File: src/rtl/hazard_tracker.sv
// ============================================================================
//  Module      : hazard_tracker
//  Description : Pipeline register-use tracking and advance/stall/flush control.
//  Revision    : 1.0 - initial release
// ============================================================================
`default_nettype none

module hazard_tracker #(
    parameter int CNTW = 32
) (
    input  logic            CLK,
    input  logic            RST,
    input  logic [4:0]      rs_id,
    input  logic [4:0]      rt_id,
    input  logic            uses_rt_id,
    input  logic [4:0]      wsel_id,
    input  logic            RegWrite_id,
    input  logic            MemRead_id,
    input  logic            dWEN_id,
    input  logic            halt_id,
    input  logic            ihit,
    input  logic            dhit,
    input  logic            flush_ex,
    output logic [4:0]      rs_out_2,
    output logic [4:0]      rt_out_2,
    output logic [4:0]      wsel_out_2,
    output logic [4:0]      wsel_out_3,
    output logic [4:0]      wsel_out_4,
    output logic            RegWrite_out_3,
    output logic            RegWrite_out_4,
    output logic            dWEN_out_2,
    output logic            dREN_req,
    output logic            dWEN_req,
    output logic            pc_en,
    output logic            ifid_en,
    output logic            ifid_flush,
    output logic            pipe_en,
    output logic            halt,
    output logic [CNTW-1:0] stall_cnt
);

    localparam logic [CNTW-1:0] C_CNT_ONE = {{(CNTW-1){1'b0}}, 1'b1};

    typedef struct packed {
        logic [4:0] rs;
        logic [4:0] rt;
        logic [4:0] wsel;
        logic       reg_write;
        logic       mem_read;
        logic       dwen;
        logic       halt;
    } ex_stage_t;

    // Later stages keep only the fields this block consumes downstream;
    // source registers stop mattering once the instruction leaves EX.
    typedef struct packed {
        logic [4:0] wsel;
        logic       reg_write;
        logic       mem_read;
        logic       dwen;
        logic       halt;
    } mem_stage_t;

    typedef struct packed {
        logic [4:0] wsel;
        logic       reg_write;
        logic       halt;
    } wb_stage_t;

    ex_stage_t       l2_q, l2_d, id_fields;
    mem_stage_t      l3_q, l3_d;
    wb_stage_t       l4_q, l4_d;
    logic            dhit_seen_q, dhit_seen_d;
    logic            halt_q, halt_d;
    logic [CNTW-1:0] stall_cnt_q, stall_cnt_d;

    logic w_memop3;
    logic w_mem_busy;
    logic w_adv;
    logic w_load_use;
    logic w_bubble;
    logic w_count;

    always_comb begin
        id_fields.rs        = rs_id;
        id_fields.rt        = rt_id;
        id_fields.wsel      = wsel_id;
        id_fields.reg_write = RegWrite_id;
        id_fields.mem_read  = MemRead_id;
        id_fields.dwen      = dWEN_id;
        id_fields.halt      = halt_id;
    end

    assign w_memop3   = l3_q.mem_read | l3_q.dwen;
    assign w_mem_busy = w_memop3 & ~(dhit | dhit_seen_q);
    assign w_adv      = ihit & ~w_mem_busy & ~halt_q;

    assign w_load_use = l2_q.mem_read & l2_q.reg_write & (l2_q.wsel != 5'd0) &
                        ((l2_q.wsel == rs_id) | (uses_rt_id & (l2_q.wsel == rt_id)));

    // A taken branch squashes the ID instruction anyway, so it wins over the
    // interlock and fetch keeps moving toward the target.
    assign w_bubble = flush_ex | w_load_use;
    assign w_count  = ~halt_q & (~w_adv | (w_load_use & ~flush_ex));

    always_comb begin
        l2_d        = l2_q;
        l3_d        = l3_q;
        l4_d        = l4_q;
        dhit_seen_d = dhit_seen_q;
        halt_d      = halt_q | l4_q.halt;
        stall_cnt_d = stall_cnt_q;

        if (w_adv) begin
            l4_d.wsel      = l3_q.wsel;
            l4_d.reg_write = l3_q.reg_write;
            l4_d.halt      = l3_q.halt;

            l3_d.wsel      = l2_q.wsel;
            l3_d.reg_write = l2_q.reg_write;
            l3_d.mem_read  = l2_q.mem_read;
            l3_d.dwen      = l2_q.dwen;
            l3_d.halt      = l2_q.halt;

            l2_d = w_bubble ? '0 : id_fields;
        end

        // Remember a data completion that arrived while fetch held us, so the
        // access is neither re-requested nor waited on again.
        if (w_adv) begin
            dhit_seen_d = 1'b0;
        end else if (dhit) begin
            dhit_seen_d = 1'b1;
        end

        if (w_count) begin
            stall_cnt_d = stall_cnt_q + C_CNT_ONE;
        end
    end

    always_ff @(posedge CLK or posedge RST) begin
        if (RST) begin
            l2_q        <= '0;
            l3_q        <= '0;
            l4_q        <= '0;
            dhit_seen_q <= 1'b0;
            halt_q      <= 1'b0;
            stall_cnt_q <= '0;
        end else begin
            l2_q        <= l2_d;
            l3_q        <= l3_d;
            l4_q        <= l4_d;
            dhit_seen_q <= dhit_seen_d;
            halt_q      <= halt_d;
            stall_cnt_q <= stall_cnt_d;
        end
    end

    assign rs_out_2       = l2_q.rs;
    assign rt_out_2       = l2_q.rt;
    assign wsel_out_2     = l2_q.wsel;
    assign dWEN_out_2     = l2_q.dwen;
    assign wsel_out_3     = l3_q.wsel;
    assign RegWrite_out_3 = l3_q.reg_write;
    assign wsel_out_4     = l4_q.wsel;
    assign RegWrite_out_4 = l4_q.reg_write;

    assign dREN_req   = l3_q.mem_read & ~dhit_seen_q;
    assign dWEN_req   = l3_q.dwen & ~dhit_seen_q;

    assign pipe_en    = w_adv;
    assign pc_en      = w_adv & ~(w_load_use & ~flush_ex);
    assign ifid_en    = pc_en;
    assign ifid_flush = w_adv & flush_ex;

    assign halt       = halt_q;
    assign stall_cnt  = stall_cnt_q;

endmodule

`default_nettype wire

File: config.mk
export PLATFORM = sky130hd
export DESIGN_NAME = hazard_tracker
export DESIGN_NICKNAME = d
export VERILOG_FILES = /design/src/rtl/hazard_tracker.sv
export SDC_FILE = /design/constraint.sdc
export NUM_CORES = 1
export LEC_CHECK = 0
export ABC_AREA = 1
export CORE_ASPECT_RATIO = 1.1
export CORE_UTILIZATION = 25
export DETAILED_ROUTE_END_ITERATION = 7
export GPL_ROUTABILITY_DRIVEN = 0
export GPL_TIMING_DRIVEN = 0
export MAX_ROUTING_LAYER = met4
export PLACE_DENSITY = 0.53
export SLEW_MARGIN = 20
export SYNTH_ARGS = -nofsm -noshare
export SYNTH_HDL_FRONTEND = slang
export SYNTH_SLANG_ARGS = --single-unit
export TNS_END_PERCENT = 5
File: constraint.sdc
create_clock -name CLK -period 1.95 [get_ports CLK]
set_input_delay 0.39 -clock CLK [delete_from_list [all_inputs] [get_ports CLK]]
set_output_delay 0.39 -clock CLK [all_outputs]
set_load 0.02 [all_outputs]
### Word level (Yosys, flattened, before mapping)

Cells that the tools add are included.

* bits in registers: 69
* latch bits: 0
* bits in writable memories: 0
* ROM bits: 0
* bits of input ports: 25
* output and inout bits: 67
* logic and storage cells: 52
* memories: 0

* add/sub/neg operators: 1
* multiply operators: 0
* divide/modulo/power cells: 0
* order comparisons: 0
* equality and inequality tests: 2
* shift-type cells: 0
* multiplexer cells: 3
* bitwise operators: 26
* reductions and logical operators: 2

Operator list (count)
* 32-bit by 1-bit adder with 32-bit output, second input constant: 1
* 19-bit 2-to-1 mux: 1
* 1-bit AND: 13
* 5-bit equality test: 2
* 1-bit NOT: 7
* 1-bit OR: 6
* 5-bit nonzero test: 1
* 1-bit 2-to-1 mux: 2
* 2-bit nonzero test: 1

### Depth between registers and ports, before layout

Gate-level depths: netlist of the first run.

* depth after elaboration: 9
* gate-level depth with buffers: 12
* gate-level depth less buffers: 11

### Worst setup path before layout of the first run

OpenSTA, ideal clock, no wires.

* path type: register -> output
* start point: reg halt_q, in the netlist halt
* end point: out pc_en
* arrival time: 1585 ps
* data required time: 1560 ps
* setup slack: -25 ps
* cell stages (with the launch flop): 9
* path buffers: 3
* cells stage by stage: dfrtp_1 > buf_2 > inv_4 > nand3_1 > inv_2 > nand2_4 > buf_4 > inv_1 > buf_4

* longest elaborated chain between the ends: 3

RTL lines
* start, declared: RTL line 74 `logic halt_q, halt_d;`
* start signal, assigned: RTL line 154 `halt_q <= halt_d;`
* 1-bit NOT: RTL line 96 `assign w_adv = ihit & ~w_mem_busy & ~halt_q;`
* 1-bit AND: RTL line 96
* 1-bit AND: RTL line 172 `assign pc_en = w_adv & ~(w_load_use & ~flush_ex);`
* end, declared: RTL line 34 `output logic pc_en,`

Every way passes these cells.

### Worst setup path after layout of the first run

* start point: reg l2_q, in the netlist wsel_out_2[3]
* end point: out pc_en

* longest elaborated chain between the ends: 7
* elaborated cells on any way between the ends: 10
* those cells by class: eq/ne: 2; bitwise: 7; reduce/logical: 1

RTL lines
* start, declared: RTL line 70 `ex_stage_t l2_q, l2_d, id_fields;`
* start signal, assigned: RTL line 150 `l2_q <= l2_d;`
* 5-bit equality test: RTL line 99 `((l2_q.wsel == rs_id) | (uses_rt_id & (l2_q.wsel == rt_id)));`
* 1-bit AND: RTL line 99
* 1-bit OR: RTL line 99
* 1-bit AND *: RTL line 98 `assign w_load_use = l2_q.mem_read & l2_q.reg_write & (l2_q.wsel != 5'd0) &`
* 1-bit AND *: RTL line 172
* 1-bit NOT *: RTL line 172
* 1-bit AND *: RTL line 172

Mark *: on every way between the ends. The rest lies on a longest branch, timed or not.

==> out/metrics.yaml, run 1 <==
status: "finished, violations left"
violations: "setup timing"
yosysWarnings: 0
grtUsageMet2: 0.259
clockRootBuffer: "clkbuf_16"
hold_viol_final: 0
worst_slack_ns: -0.145
vdd.ir_drop.worst_mv: 0.551
worstSetupStartpoint: "wsel_out_2[3]"
grt-ovfl-total: 0
busiest_layer: "met2"
cpPeakStageDelay_ns: 0.41
clock_sinks: 69
p_leak_nw: 2.63
fin_skew_ns: 0.00466
cts_buffers: 9
critPathTopFamily: "simple AND/OR/NAND/NOR gates"
floorplan.die.width_um: 122
regArea_sq_mm: 0.00173
crit_path_start_kind: "flip-flop"
cts_tree: "done"
cp.arrival_ns: 1.71
min_path_type: "in2async"
crit_required_ns: 1.56
die_y_um: 134
synth_area_sq_mm: 0.00394
place.detailed.hpwl_mm: 8.45
dp_slack_ns: -0.962
syn_to_final_growth_pct: 43.6
core.rowCount: 47
postRouteAntennaNets: 0
avgRoutedWirePerCell_um: 13.2
min_period_over_period: 1.07
use_met1: 0.181
vias_per_cell: 4.47
yosysUniqueCellTypes: 29
period_minus_slack_ns: 2.10
rsz0062_at_grt: "true"
multi_input_area_sq_mm: 0.00174
fin_area_sq_mm: 0.00566
drt_iter0_drc: 146
io_buffers: 91
final_cells: 856
worstPathCellList: "inv_2 -> nand2_1 -> nand2_1 -> nor2_1 -> nand3_1 -> nand2_2 -> nand3_4 -> nand2_8 -> inv_4 -> buf_6 -> buf_6"
drc_errors: 0
place_inst: 829
vias: 3830
wl_mm: 11.3
drv_slew: 0
grt_max_degree: 33
final_core_util: 0.372
dr.pass1.iters: 4
r2r-start: "wsel_out_2[3]"
synth-seq-cells: 69
path_class: "reg2out"
seq_area_frac_synth: 0.438
worstMarginPinSlew_ns: 0.478
cp_max_fo: 4
cts_buffer_depth: 2
grt_pass1_vias: 3883
powerDensity_mw_per_mm2: 1020
core_sq_mm: 0.0152
htree_levels: 3
cp_slowest_cell: "dfrtp_1"
antenna_cells: 0
drv_cap: 0
fin_hold_ws_ns: 0.423
slew_headroom: 0.682
grt_pass1_wl_mm: 19.1
dieArea_sq_mm: 0.0163
final_nets: 682
grt_antenna_before_repair: 0
initial_utilization: 0.259
clock_latency_ns: 0.34
synth.net_count: 566
drive_gt1_frac: 0.168
crit_buf_inv: 4
grt_use_met3: 0.0415
ios: 92
fill_cells: 1599
grtUsageTotal: 0.155
clk_pin_slew_ns: 0.06
syn_area_per_cell_sq_um: 7.30
setup_violations: 2
place_area_sq_mm: 0.00515
crit_path_end_kind: "primary output"
fmax_ghz: 0.477
synth_cells: 540
synth_stat cells (all sizes together):
master	number	area [sq um]
nor3	15	85.1
clkbuf	3	11.3
nor3b	1	7.51
xnor2	1	8.76
nand2	198	763
nand3	66	345
nor2	37	169
buf	41	289
and3	1	6.26
ha	1	12.5
dfrtp	69	1730
nor4	1	12.5
xor2	8	70.1
nand4	11	68.8
or2	1	6.26
o21ai	27	135
and2	1	6.26
inv	58	220
final cells by class:
class | instances | share of cell area
multi-input combinational | 369 | 0.308
sequential | 69 | 0.305
timing repair buffer | 108 | 0.186
buffer | 41 | 0.0548
clock buffer | 11 | 0.0446
tap | 196 | 0.0433
inverter | 58 | 0.0409
clock inverter | 4 | 0.0168
final timing paths:
| kind | to | slack, ns | cells after the start |
|---|---|---|---|
| hold / removal | stall_cnt[0] | 0.42 | 2 |
| setup / recovery | pc_en | -0.15 | 11 |
| max in group asynchronous | wsel_out_2[0] | 0.83 | 4 |
| setup reg to reg | stall_cnt[0] | 0.08 | 14 |
| hold reg to reg | l4_q[0] | 0.46 | 2 |
| min in group CLK | l4_q[0] | 0.46 | 2 |
routing by layer:
layer / wire [um] / part of all wire
met5: 0 / 0
met4: 152 / 0.013
met3: 558 / 0.049
met2: 5680 / 0.50
met1: 4940 / 0.44
through the flow:
| step | total power [mW] | setup TNS, ns |
|---|---|---|
| after CTS | 5.82 | -0.203 |
| final | 5.78 | -0.220 |
| after global routing | 6.10 | -1.12 |
| after detailed placement | 3.77 | -8.22 |
| after global placement | 3.75 | -17.56 |
| after floorplan | 3.01 | -0.0254 |
kinds of logic after synthesis:
logic type	count (synthesis)	share of synthesized area
XOR/XNOR	9	0.0200
adder cells (fa/ha/maj)	1	0.00317
buffers and inverters	102	0.132
AO/OA/AOI/OAI	27	0.0343
flip-flops	69	0.438
AND/OR/NAND/NOR	332	0.373
what timing repair did:
item                       in CTS  in global routing
setup buffers                  12                  3
gates cloned                    0                  0
pin swaps                       8                  3
setup endpoints to repair       4                 37
gates resized for setup        51                 10
hold buffers                    0                  0
registers in the layout, indices dropped and copies added (netlist names):
register        cells
rs_out_2            5
l4_q                1
l3_q                3
halt                1
wsel_out_2          5
RegWrite_out_4      1
RegWrite_out_3      1
l2_q                3
wsel_out_3          5
dWEN_out_2          1
rt_out_2            5
wsel_out_4          5
stall_cnt          32
dhit_seen_q         1
placed cells by master (no fill, tap or decap), types with 3 or more instances in the layout:
master	instances
dfrtp_1	67
bufinv_16	3
nor2_2	3
buf_6	5
clkbuf_16	9
o21ai_0	25
nor2_4	4
dlygate4sd2_1	10
buf_4	46
xor2_1	8
clkdlybuf4s50_1	74
inv_2	7
nand4_1	11
buf_2	4
nand2_1	191
clkbuf_1	3
inv_1	47
nor3_1	13
nor2_1	30
nand3_1	62
nand2_2	5
where the power goes:
group / internal (mW) / switching [mW]
registers: 1.74 / 0.266
logic: 0.962 / 0.879
clock network: 1.31 / 0.622
No activity file was read; power rests on OpenSTA's default activity.
==> run 2: changes to the inputs <==
--- a/config.mk
+++ b/config.mk
@@ -9,8 +9,6 @@
 export CORE_ASPECT_RATIO = 1.1
 export CORE_UTILIZATION = 25
 export DETAILED_ROUTE_END_ITERATION = 7
-export GPL_ROUTABILITY_DRIVEN = 0
-export GPL_TIMING_DRIVEN = 0
 export MAX_ROUTING_LAYER = met4
 export PLACE_DENSITY = 0.53
 export SLEW_MARGIN = 20
==> out/metrics.yaml, run 2 (synthesis results as in run 1) <==
place_area_sq_mm: 0.00503  # was 0.00515 sq mm
vias_per_cell: 4.39  # was 4.47
worstMarginPinSlew_ns: 0.384  # was 0.478 ns
drc_errors: 0  # unchanged
clock_sinks: 69  # unchanged
die_y_um: 134  # unchanged
ios: 92  # unchanged
postRouteAntennaNets: 0  # unchanged
place_congestion: 0.873
worst_slack_ns: -0.0342  # was -0.145 ns
slew_headroom: 0.744  # was 0.682
violations: "setup timing"  # unchanged
dr.pass1.iters: 4  # unchanged
rsz0062_at_grt: "true"  # unchanged
cts_tree: "done"  # unchanged
vdd.ir_drop.worst_mv: 0.644  # was 0.551 mV
grt_pass1_wl_mm: 18.4  # was 19.1 mm
cts_buffer_depth: 2  # unchanged
setup_violations: 2  # unchanged
cp.arrival_ns: 1.59  # was 1.71 ns
hold_viol_final: 0  # unchanged
place_inst: 812  # was 829
min_period_over_period: 1.02  # was 1.07
final_nets: 659  # was 682
min_path_type: "reg2reg"  # was in2async
crit_required_ns: 1.56  # about the same
r2r-start: "wsel_out_2[0]"  # was wsel_out_2[3]
grt_pass1_vias: 3700  # was 3,883
floorplan.die.width_um: 122  # unchanged
power_mw: 5.38  # was 5.78 mW
dieArea_sq_mm: 0.0163  # unchanged
fin_area_sq_mm: 0.00542  # was 0.00566 sq mm
wl_mm: 11.1  # was 11.3 mm
grtUsageTotal: 0.151  # was 0.155
cp_max_fo: 2  # was 4
period_minus_slack_ns: 1.98  # was 2.10 ns
holdBufCountCts: 0  # unchanged
largest_reg_flops: 32  # unchanged
initial_utilization: 0.259  # unchanged
final_core_util: 0.356  # was 0.372
vias: 3662  # was 3,830
io_buffers: 91  # unchanged
regToRegEndpoint: "stall_cnt[20]"  # was stall_cnt[0]
mostFrequentLayoutCells: "nand2_1 (190), clkdlybuf4s50_1 (76), dfrtp_1 (63)"  # was nand2_1 (191), clkdlybuf4s50_1 (74), dfrtp_1 (67)
core.rowCount: 47  # unchanged
core_sq_mm: 0.0152  # unchanged
antenna_cells: 0  # unchanged
grt-ovfl-total: 0  # unchanged
layout_commonest_cell: "nand2_1"  # unchanged
grt_antenna_before_repair: 0  # unchanged
fin_skew_ns: 0.00715  # was 0.00466 ns
worstHoldStart: "l4_q[0]"
clk_pin_slew_ns: 0.06  # about the same
place.detailed.hpwl_mm: 8.11  # was 8.45 mm
drv_slew: 0  # unchanged
dp_slack_ns: -0.595  # was -0.962 ns
drive_gt1_frac: 0.150  # was 0.168
drt_iter0_drc: 180  # was 146
min_delay_path_depth: 1
path_class: "in2out"  # was reg2out
r2r_cells: 13  # was 14
crit_path_start_kind: "input port"  # was flip-flop
crit_path_end_kind: "primary output"  # unchanged
clock_latency_ns: 0.34  # about the same
drv_cap: 0  # unchanged
avgRoutedWirePerCell_um: 13.3  # was 13.2 um
clockRootBuffer: "clkbuf_16"  # unchanged
fmax_ghz: 0.504  # was 0.477 GHz
p_leak_nw: 2.46  # was 2.63 nW
powerDensity_mw_per_mm2: 991  # was 1020 mW/mm^2
r2r_setup_slack_ns: 0.13  # was 0.08 ns
hold_path_end: "halt"
cts_buffers: 9  # unchanged
grt_max_degree: 70  # was 33
htree_levels: 3  # unchanged
final_cells: 834  # was 856
syn_to_final_growth_pct: 37.5  # was 43.6%
status: "finished, violations left"  # unchanged
run 2: cell types whose count changed in the layout (fill, tap and decap cells not counted), moves of 3 or more:
cell      delta
buf_4       -14
clkbuf_1     -3
dfrtp_2      +4
buf_2        -3
dfrtp_1      -4
run 2: through the flow:
step	hold WS (ns)	TNS, ns
2_1_floorplan	0.437	-0.0254
3_3_place_gp	0.455	-15.57
3_5_place_dp	0.463	-15.69
4_1_cts	0.479	-0.338
5_1_grt	0.497	-0.350
6_report	0.471	-0.0674
run 2: worst max path at each step:
stage	from	to	slack, ns	depth (start not counted)
detailed placement	rs_id[4]	pc_en	-0.60	11
CTS	wsel_out_2[4]	pc_en	-0.1	10
global route	wsel_out_2[0]	pc_en	-0.12	10
finish	rs_id[2]	pc_en	-0.03	8
global placement	rs_id[4]	pc_en	-0.59	11
floorplan	halt	pc_en	-0.03	8
run 2: final cells by class:
class                      instances  area, sq um
clock buffer                       9          225
clock inverter                     7         81.3
fill                            1600         9810
inverter                          58          226
multi-input combinational        369         1720
sequential                        69         1730
tap                              196          245
timing repair buffer             126         1190
run 2: worst max-delay path, stage by stage:
cell,delay [ns]
clkdlybuf4s50_1,0.52
xnor2_1,0.13
nand3_1,0.10
nand2_2,0.10
nand3_4,0.09
nand2_4,0.10
inv_4,0.04
buf_6,0.12
run 2: repair_timing:
action	in CTS	in global routing
setup endpoints to repair	25	30
pin swaps	8	12
gates resized for setup	39	14
setup buffers	1	5
endpoints found under the hold margin	0	0
run 2: where the power goes:
| part | leakage (nW) | internal (mW) | switching, mW | total, mW |
|---|---|---|---|---|
| Sequential | 0.911 | 1.75 | 0.274 | 2.02 |
| Clock | 0.147 | 1.01 | 0.705 | 1.71 |
| Combinational | 1.41 | 0.816 | 0.825 | 1.64 |
run 2: metal layers:
metal	vias to the layer above	wire, um	track usage
met5	-	0	-
met4	0	199	0.0569
li1	1861	-	-
met3	14	575	0.0411
met2	97	5480	0.258
met1	1690	4850	0.164
